## config.mk

```make
export PLATFORM = sky130hd
export DESIGN_NAME = branch_resolve_unit
export DESIGN_NICKNAME = d
export VERILOG_FILES = /design/src/rtl/branch_resolve_unit_pkg.sv /design/src/rtl/branch_info_fifo.sv /design/src/rtl/branch_resolve_unit.sv
export SDC_FILE = /design/constraint.sdc
export NUM_CORES = 1
export LEC_CHECK = 0
export CORE_ASPECT_RATIO = 1.1
export CORE_MARGIN = 2
export CORE_UTILIZATION = 45
export DETAILED_ROUTE_END_ITERATION = 8
export GPL_TIMING_DRIVEN = 0
export PLACE_DENSITY = 0.79
export SYNTH_ARGS = -nofsm -noshare
export SYNTH_HDL_FRONTEND = slang
export SYNTH_HIERARCHICAL = 1
export SYNTH_SLANG_ARGS = --single-unit
```

## constraint.sdc

```tcl
create_clock -name clk -period 9.6 [get_ports clk]
set_input_delay 1.92 -clock clk [delete_from_list [all_inputs] [get_ports clk]]
set_output_delay 1.92 -clock clk [all_outputs]
set_load 0.03 [all_outputs]
```

## src/rtl/branch_resolve_unit_pkg.sv

```systemverilog
// Shared definitions for the branch resolve unit and its predictor partner.
// Holds the default widths; queue entry field offsets are derived in the
// top level from the actual PC_W parameter.
package branch_resolve_unit_pkg;

    localparam int unsigned BP_PC_W       = 6;   // instruction word-address width
    localparam int unsigned BP_TABLE_SIZE = 64;  // gshare pattern table entries
    localparam int unsigned BP_DEPTH      = 4;   // in-flight branch queue depth
    localparam int unsigned BP_CNT_W      = 16;  // statistics counter width

    // Queue entry width for a given PC width: {pc, pred, target}.
    function automatic int unsigned bp_entry_w(input int unsigned pc_w);
        return 2 * pc_w + 1;
    endfunction

endpackage

```

## src/rtl/branch_info_fifo.sv

```systemverilog
// In-order FIFO of in-flight branch records.
// Ports:
//   clk, rst_n     clock, asynchronous active-low reset
//   i_push         write i_wdata at tail (ignored when full unless popping)
//   i_pop          drop head entry (ignored when empty)
//   i_clear        empty the queue; dominates push and pop
//   o_rdata        head entry (valid when !o_empty)
//   o_full/o_empty occupancy flags, o_count occupancy (0..DEPTH)
module branch_info_fifo #(
    parameter int unsigned WIDTH = 13,
    parameter int unsigned DEPTH = 4
) (
    input  logic                       clk,
    input  logic                       rst_n,
    input  logic                       i_push,
    input  logic                       i_pop,
    input  logic                       i_clear,
    input  logic [WIDTH-1:0]           i_wdata,
    output logic [WIDTH-1:0]           o_rdata,
    output logic                       o_full,
    output logic                       o_empty,
    output logic [$clog2(DEPTH):0]     o_count
);

    localparam int unsigned PW = $clog2(DEPTH);
    localparam int unsigned CW = PW + 1;

    logic [WIDTH-1:0] r_mem [DEPTH];
    logic [PW-1:0]    r_wr_ptr;
    logic [PW-1:0]    r_rd_ptr;
    logic [CW-1:0]    r_count;
    logic             w_do_push;
    logic             w_do_pop;

    assign o_full    = (r_count == CW'(DEPTH));
    assign o_empty   = (r_count == '0);
    assign o_count   = r_count;
    assign o_rdata   = r_mem[r_rd_ptr];

    // A pop frees the slot in the same edge, so push-while-full is accepted
    // when accompanied by a pop.
    assign w_do_pop  = i_pop & ~o_empty;
    assign w_do_push = i_push & (~o_full | w_do_pop);

    always_ff @(posedge clk or negedge rst_n) begin
        if (!rst_n) begin
            r_wr_ptr <= '0;
            r_rd_ptr <= '0;
            r_count  <= '0;
        end else if (i_clear) begin
            r_wr_ptr <= '0;
            r_rd_ptr <= '0;
            r_count  <= '0;
        end else begin
            if (w_do_push) r_wr_ptr <= r_wr_ptr + PW'(1);
            if (w_do_pop)  r_rd_ptr <= r_rd_ptr + PW'(1);
            unique case ({w_do_push, w_do_pop})
                2'b10:   r_count <= r_count + CW'(1);
                2'b01:   r_count <= r_count - CW'(1);
                default: r_count <= r_count;
            endcase
        end
    end

    always_ff @(posedge clk) begin
        if (w_do_push && !i_clear) r_mem[r_wr_ptr] <= i_wdata;
    end

endmodule

```

## src/rtl/branch_resolve_unit.sv

```systemverilog
// Branch resolve unit: queues predicted branches from fetch, compares them
// against the EX outcome, raises a one-cycle flush/redirect on mispredict,
// trains the predictor and keeps saturating statistics.
// Ports:
//   clk, reset                      clock, asynchronous active-low reset
//   push/push_pc/push_pred/push_target   branch issued by fetch
//   full                            queue full (fetch must stall branches)
//   resolve_valid/_taken/_target    EX outcome for the oldest branch
//   flush, redirect_pc              mispredict pulse and correct next PC
//   upd_branch, upd_pc, upd_taken   predictor training port
//   branch_count, mispred_count     saturating statistics
//   err_underflow, err_overflow     sticky protocol error flags
module branch_resolve_unit
    import branch_resolve_unit_pkg::*;
#(
    parameter int unsigned PC_W  = BP_PC_W,
    parameter int unsigned DEPTH = BP_DEPTH,
    parameter int unsigned CNT_W = BP_CNT_W
) (
    input  logic              clk,
    input  logic              reset,
    input  logic              push,
    input  logic [PC_W-1:0]   push_pc,
    input  logic              push_pred,
    input  logic [PC_W-1:0]   push_target,
    output logic              full,
    input  logic              resolve_valid,
    input  logic              resolve_taken,
    input  logic [PC_W-1:0]   resolve_target,
    output logic              flush,
    output logic [PC_W-1:0]   redirect_pc,
    output logic              upd_branch,
    output logic [PC_W-1:0]   upd_pc,
    output logic              upd_taken,
    output logic [CNT_W-1:0]  branch_count,
    output logic [CNT_W-1:0]  mispred_count,
    output logic              err_underflow,
    output logic              err_overflow
);

    localparam int unsigned ENT_W       = bp_entry_w(PC_W);
    localparam int unsigned ENT_TGT_LSB = 0;
    localparam int unsigned ENT_PRED    = PC_W;
    localparam int unsigned ENT_PC_LSB  = PC_W + 1;
    localparam int unsigned CW          = $clog2(DEPTH) + 1;

    logic [ENT_W-1:0] w_wdata;
    logic [ENT_W-1:0] w_head;
    logic             w_full;
    logic             w_empty;
    logic [CW-1:0]    w_count;
    logic [PC_W-1:0]  w_head_pc;
    logic             w_head_pred;
    logic [PC_W-1:0]  w_head_tgt;
    logic             w_resolve;
    logic             w_mispred;
    logic [PC_W-1:0]  w_correct_pc;
    logic             w_clear;

    logic             r_flush;
    logic [PC_W-1:0]  r_redirect_pc;
    logic             r_upd_branch;
    logic [PC_W-1:0]  r_upd_pc;
    logic             r_upd_taken;
    logic [CNT_W-1:0] r_branch_count;
    logic [CNT_W-1:0] r_mispred_count;
    logic             r_err_underflow;
    logic             r_err_overflow;

    assign w_wdata     = {push_pc, push_pred, push_target};
    assign w_head_pc   = w_head[ENT_PC_LSB +: PC_W];
    assign w_head_pred = w_head[ENT_PRED];
    assign w_head_tgt  = w_head[ENT_TGT_LSB +: PC_W];

    assign w_resolve    = resolve_valid & ~w_empty;
    assign w_mispred    = (w_head_pred != resolve_taken) |
                          (w_head_pred & resolve_taken & (w_head_tgt != resolve_target));
    assign w_correct_pc = resolve_taken ? resolve_target : (w_head_pc + PC_W'(1));
    // Everything behind a mispredicted head is wrong-path: drop it all,
    // including a push arriving in the same cycle.
    assign w_clear      = w_resolve & w_mispred;

    branch_info_fifo #(
        .WIDTH (ENT_W),
        .DEPTH (DEPTH)
    ) u_fifo (
        .clk     (clk),
        .rst_n   (reset),
        .i_push  (push),
        .i_pop   (w_resolve),
        .i_clear (w_clear),
        .i_wdata (w_wdata),
        .o_rdata (w_head),
        .o_full  (w_full),
        .o_empty (w_empty),
        .o_count (w_count)
    );

    a_full_matches_count: assert property (@(posedge clk) disable iff (!reset)
        w_full == (w_count == CW'(DEPTH)));

    always_ff @(posedge clk or negedge reset) begin
        if (!reset) begin
            r_flush         <= 1'b0;
            r_redirect_pc   <= '0;
            r_upd_branch    <= 1'b0;
            r_upd_pc        <= '0;
            r_upd_taken     <= 1'b0;
            r_branch_count  <= '0;
            r_mispred_count <= '0;
            r_err_underflow <= 1'b0;
            r_err_overflow  <= 1'b0;
        end else begin
            r_upd_branch  <= w_resolve;
            r_upd_pc      <= w_resolve ? w_head_pc : '0;
            r_upd_taken   <= w_resolve & resolve_taken;
            r_flush       <= w_clear;
            r_redirect_pc <= w_clear ? w_correct_pc : '0;

            if (w_resolve && (r_branch_count != '1))
                r_branch_count <= r_branch_count + CNT_W'(1);
            if (w_clear && (r_mispred_count != '1))
                r_mispred_count <= r_mispred_count + CNT_W'(1);

            if (resolve_valid && w_empty)
                r_err_underflow <= 1'b1;
            if (push && w_full && !resolve_valid)
                r_err_overflow <= 1'b1;
        end
    end

    assign full          = w_full;
    assign flush         = r_flush;
    assign redirect_pc   = r_redirect_pc;
    assign upd_branch    = r_upd_branch;
    assign upd_pc        = r_upd_pc;
    assign upd_taken     = r_upd_taken;
    assign branch_count  = r_branch_count;
    assign mispred_count = r_mispred_count;
    assign err_underflow = r_err_underflow;
    assign err_overflow  = r_err_overflow;

endmodule

```

==> impl.org <==
** Worst setup path
- Of all nets on the critical path, the largest fanout is 13.
- Kind of cell with the highest combined delay on the critical path :: simple AND/OR/NAND/NOR gates
- Worst endpoint data arrival time :: 4.67 ns
- Sum of buffers and inverters on the critical path :: 4
- The worst setup path is of the input port to flip-flop kind.
- Category of the worst setup path capture point :: flip-flop
- At the worst endpoint, the required time is 9.58 ns.
- Worst path slowest cell :: and2_1
- On the worst path, the slowest cell contributes a delay of 0.58 ns.
- Walking the worst path, the cells encountered are clkdlybuf4s50_1, ha_1, or3_4, o221ai_4, inv_4, buf_1, inv_1, o211a_1, and2_1.
- Kind of start point of the critical path :: input port

** Synthesis
- EDFF count, synth :: 52
- Yosys warning total :: 6
- Ranked by total cell area, the synthesized netlist is headed by edfxtp_1 (32%), dfrtp_1 (29%), mux4_1 (4.9%).
- The mapped netlist covers 4815 um^2.
- Dominant cell type by area after synthesis :: edfxtp_1
- Counting flops with an async set or reset pin after synthesis yields a share of 51.85%.
- Synthesis produced 343 cells.
- The netlist uses 57 different library cells.
- Syn_nets :: 376
- Sequential cells were found to cover 61.54% of the synthesized design area.
- Among all flip-flop cells after synthesis, the most frequent one is dfrtp_1.
- Mean instance size in the synthesized netlist :: 14.04 um^2
- The synthesized design contains 108 register bits.
- Area fraction of the dominant cell type after synthesis :: 32.43%

** Clocking
- The tree is rooted in a clkbuf_16.
- Resize count post-CTS :: 0
- Post-CTS clock slew at the launch and capture registers of the worst setup and hold paths :: 0.07 ns
- TritonCTS built the clock tree.
- TritonCTS Buffers :: 9
- At the later pin of the worst-skew pair, clock insertion delay measures 0.35 ns.
- CTS HTree Levels :: 3
- The longest clock path from root to sink contains 2 buffers.
- The clock net in this run drives a total of 108 sinks.
- Count of buffers added by post-CTS timing repair for setup :: 0
- In this run, post-CTS hold repair placed 0 buffers.

** Floorplanning
- Placeable core area :: 10390 um^2
- Effective utilization at floorplan :: 46.32%
- From left edge to right edge, the die measures 102.6 um.
- Total number of placement rows :: 39
- Measured along the y axis, the die boundary spans 112.5 um.
- Pin placement for this block handled 74 I/O pins.
- The die covers 11540 um^2.

** Layout
- Final non-filler cell area :: 6043 um^2
- Cells with a size suffix above 1 make up 11.32% of the layout.
- Finished Core Util :: 58.14%
- Number of standard cells in the layout, taps in and fillers out :: 576
- Net count, final :: 461
- From synthesis to final layout, the design area changed by 25.52%.
- # diodes :: 0
- The layout has 827 filler cells.

** Global route
- Entering global routing, the biggest net connects 33 pins.
- Summed over all layers, the global routing overflow is 0.
- Global routing used 16.50% of the available tracks.
- The number of antenna violations at the first check in global routing is 0.
- The via count of the first global-routing pass came to 2977.
- The first global-routing pass estimated 14680 um of wire.

** Detailed routing
- Wire length per cell after detailed routing :: 15.29 um
- Routed wire length :: 8806 um
- Via-per-instance ratio :: 5.137
- The count of nets left with antenna violations once routing finished came out at 0.
- Post-route DRC violation count :: 0
- Starting DRT DRC Count :: 108
- First drt pass iteration count :: 4
- Across all layers, the routed design uses 2959 vias.

** Power
- Static leakage :: 0.002351 uW
- IR analysis of the VDD net gives a maximum drop of 0.1413 mV.
- P per Cell Area :: 266.2 nW/um^2

** Timing
- For the final database, setup skew stands at 0.01554 ns.
- Max Fclk :: 213.3 MHz
- The number of pins exceeding their max-slew limit in the final report came to 0.
- Slew at the pin closest to its max-slew limit :: 0.7716 ns
- Headroom to the max-slew limit came out at 48.56%.
- Setup violations remaining at the end of the flow were counted as 0.
- WHS :: 0.4612 ns
- Setup repair after global routing left no endpoint under its margin.
- For the final routed database, the setup TNS stands at 0 ns.
- Counting I/O delays and the setup requirement, the final critical path takes 4.689 ns.
- Endpoints failing hold :: 0
- Final clock period utilization by the worst path :: 48.85%

** Place
- Port Buffer Count :: 73
- After detailed placement, the total cell area comes to 5747 um^2.
- Number of instances in the placed design :: 560
- Detailed placement finished with a half-perimeter wire length of 6399 um.
- At the end of routability-driven placement, the weighted congestion stood at 0.7862.

** Job
- Across the run, the number of max-cap violations was 0.

** Outcome
- The flow ran to the end, and the final reports show no timing, DRC or antenna violations.

** Hold path
- Kind of path behind the tightest hold check :: flip-flop to flip-flop
-- synthesized netlist by cell type, types with 2 or more instances --
master    number
nor4_1         3
mux4_2         4
xnor2_1       21
edfxtp_1      52
and2_1        12
buf_6          4
nand4_1        4
a211oi_1       2
o21ai_0        8
nor2_1        27
inv_1         10
and3_1         6
mux2i_1        3
dfrtp_1       56
or3_1          3
nor4_2         3
mux4_1         9
nor2b_1        2
buf_2          4
nand3_1       15
a31oi_1        3
nor3_1         6
and4_1         2
mux2_2         4
nand2_1       15
ha_1           8
xor2_1        20
nand2b_1       2
a21o_1         2
a21oi_1        6
-- sequential cells by signal, summed over array words and instances, names as in the netlist, 2 cells and up --
register         cells
u_fifo/r_mem        52
branch_count        16
mispred_count       16
redirect_pc          6
upd_pc               6
u_fifo/o_count       3
u_fifo/r_rd_ptr      2
u_fifo/r_wr_ptr      2
-- logic make-up (layout without fill, tap and decap cells) --
group	after synthesis	after routing	share of synthesized area, %
AOI/OAI and AO/OA	31	31	4.756
adders and majority gates	9	9	2.495
buffers and inverters	23	113	2.651
DFF	108	108	61.54
and+or+nand+nor	111	111	12.76
muxes	20	20	8.342
xor gates and xnor gates	41	41	7.459
-- worst reg2reg max path, cell delays in order (launching register included) --
cell and delay [ns]:
dfrtp_1 0.34, buf_6 0.14, buf_6 0.17, mux4_1 0.59, ha_1 0.35, or3_4 0.41
o221ai_4 0.33, inv_4 0.09, buf_1 0.23, inv_1 0.11, o211a_1 0.19, and2_1 0.58
-- final timing paths --
| check | start | endpoint | slack [ns] | cells past startpoint |
|---|---|---|---|---|
| max | resolve_taken | u_fifo/r_mem[2][6] | 4.91 | 9 |
| min | err_underflow | err_underflow | 0.46 | 1 |
| max reg2reg | u_fifo/r_rd_ptr[0] | u_fifo/r_mem[2][6] | 5.70 | 11 |
| min reg2reg | err_underflow | err_underflow | 0.46 | 1 |
| max in group asynchronous | reset | err_overflow | 7.37 | 2 |
| min in group asynchronous | reset | mispred_count[4] | 1.63 | 1 |
-- final cells by class --
class | instances | area [um^2] | area share, %
clock buffers | 9 | 225.2 | 3.727
flip-flops and latches | 108 | 2963 | 49.03
inverters | 12 | 47.55 | 0.7867
well taps | 143 | 178.9 | 2.961
clock inverters | 7 | 71.32 | 1.180
multi-input cells | 212 | 1724 | 28.53
plain buffers | 11 | 80.08 | 1.325
repair buffers | 74 | 753.2 | 12.46
-- report_power, final --
group,leakage (uW),internal (uW),total [uW],switching [uW]
logic,0.00101,262,591,329
clock network,0.000148,186,366,180
registers,0.00119,590,651,61.1
-- per-layer routing --
metal	vias up	wire length, um	share of wire, %	track usage [%]
met1	1473	3788	43	21.31
met5	-	0	0	0
li1	1415	-	-	-
met3	10	344	3.9	4.110
met2	61	4550	52	27.28
met4	0	122	1.4	5.244
-- placed cells by master, fill, tap and decap left out, types with 6 or more instances in the layout --
cell type,n
a21oi_1,6
nand2_1,15
ha_1,8
clkdlybuf4s50_1,72
o21ai_0,8
inv_1,10
xnor2_1,21
clkbuf_16,9
and3_1,6
edfxtp_1,52
nor3_1,6
dfrtp_1,56
xor2_1,20
mux4_1,9
nor2_1,27
nand3_1,15
and2_1,12
-- stage by stage --
stage               setup slack (ns)  power [uW]
floorplan                      5.466        1052
global placement               4.556        1237
detailed placement             4.535        1258
CTS                            4.855        1628
global route                   4.726        1703
finish                         4.911        1609
No activity file was read; power rests on OpenSTA's default activity.
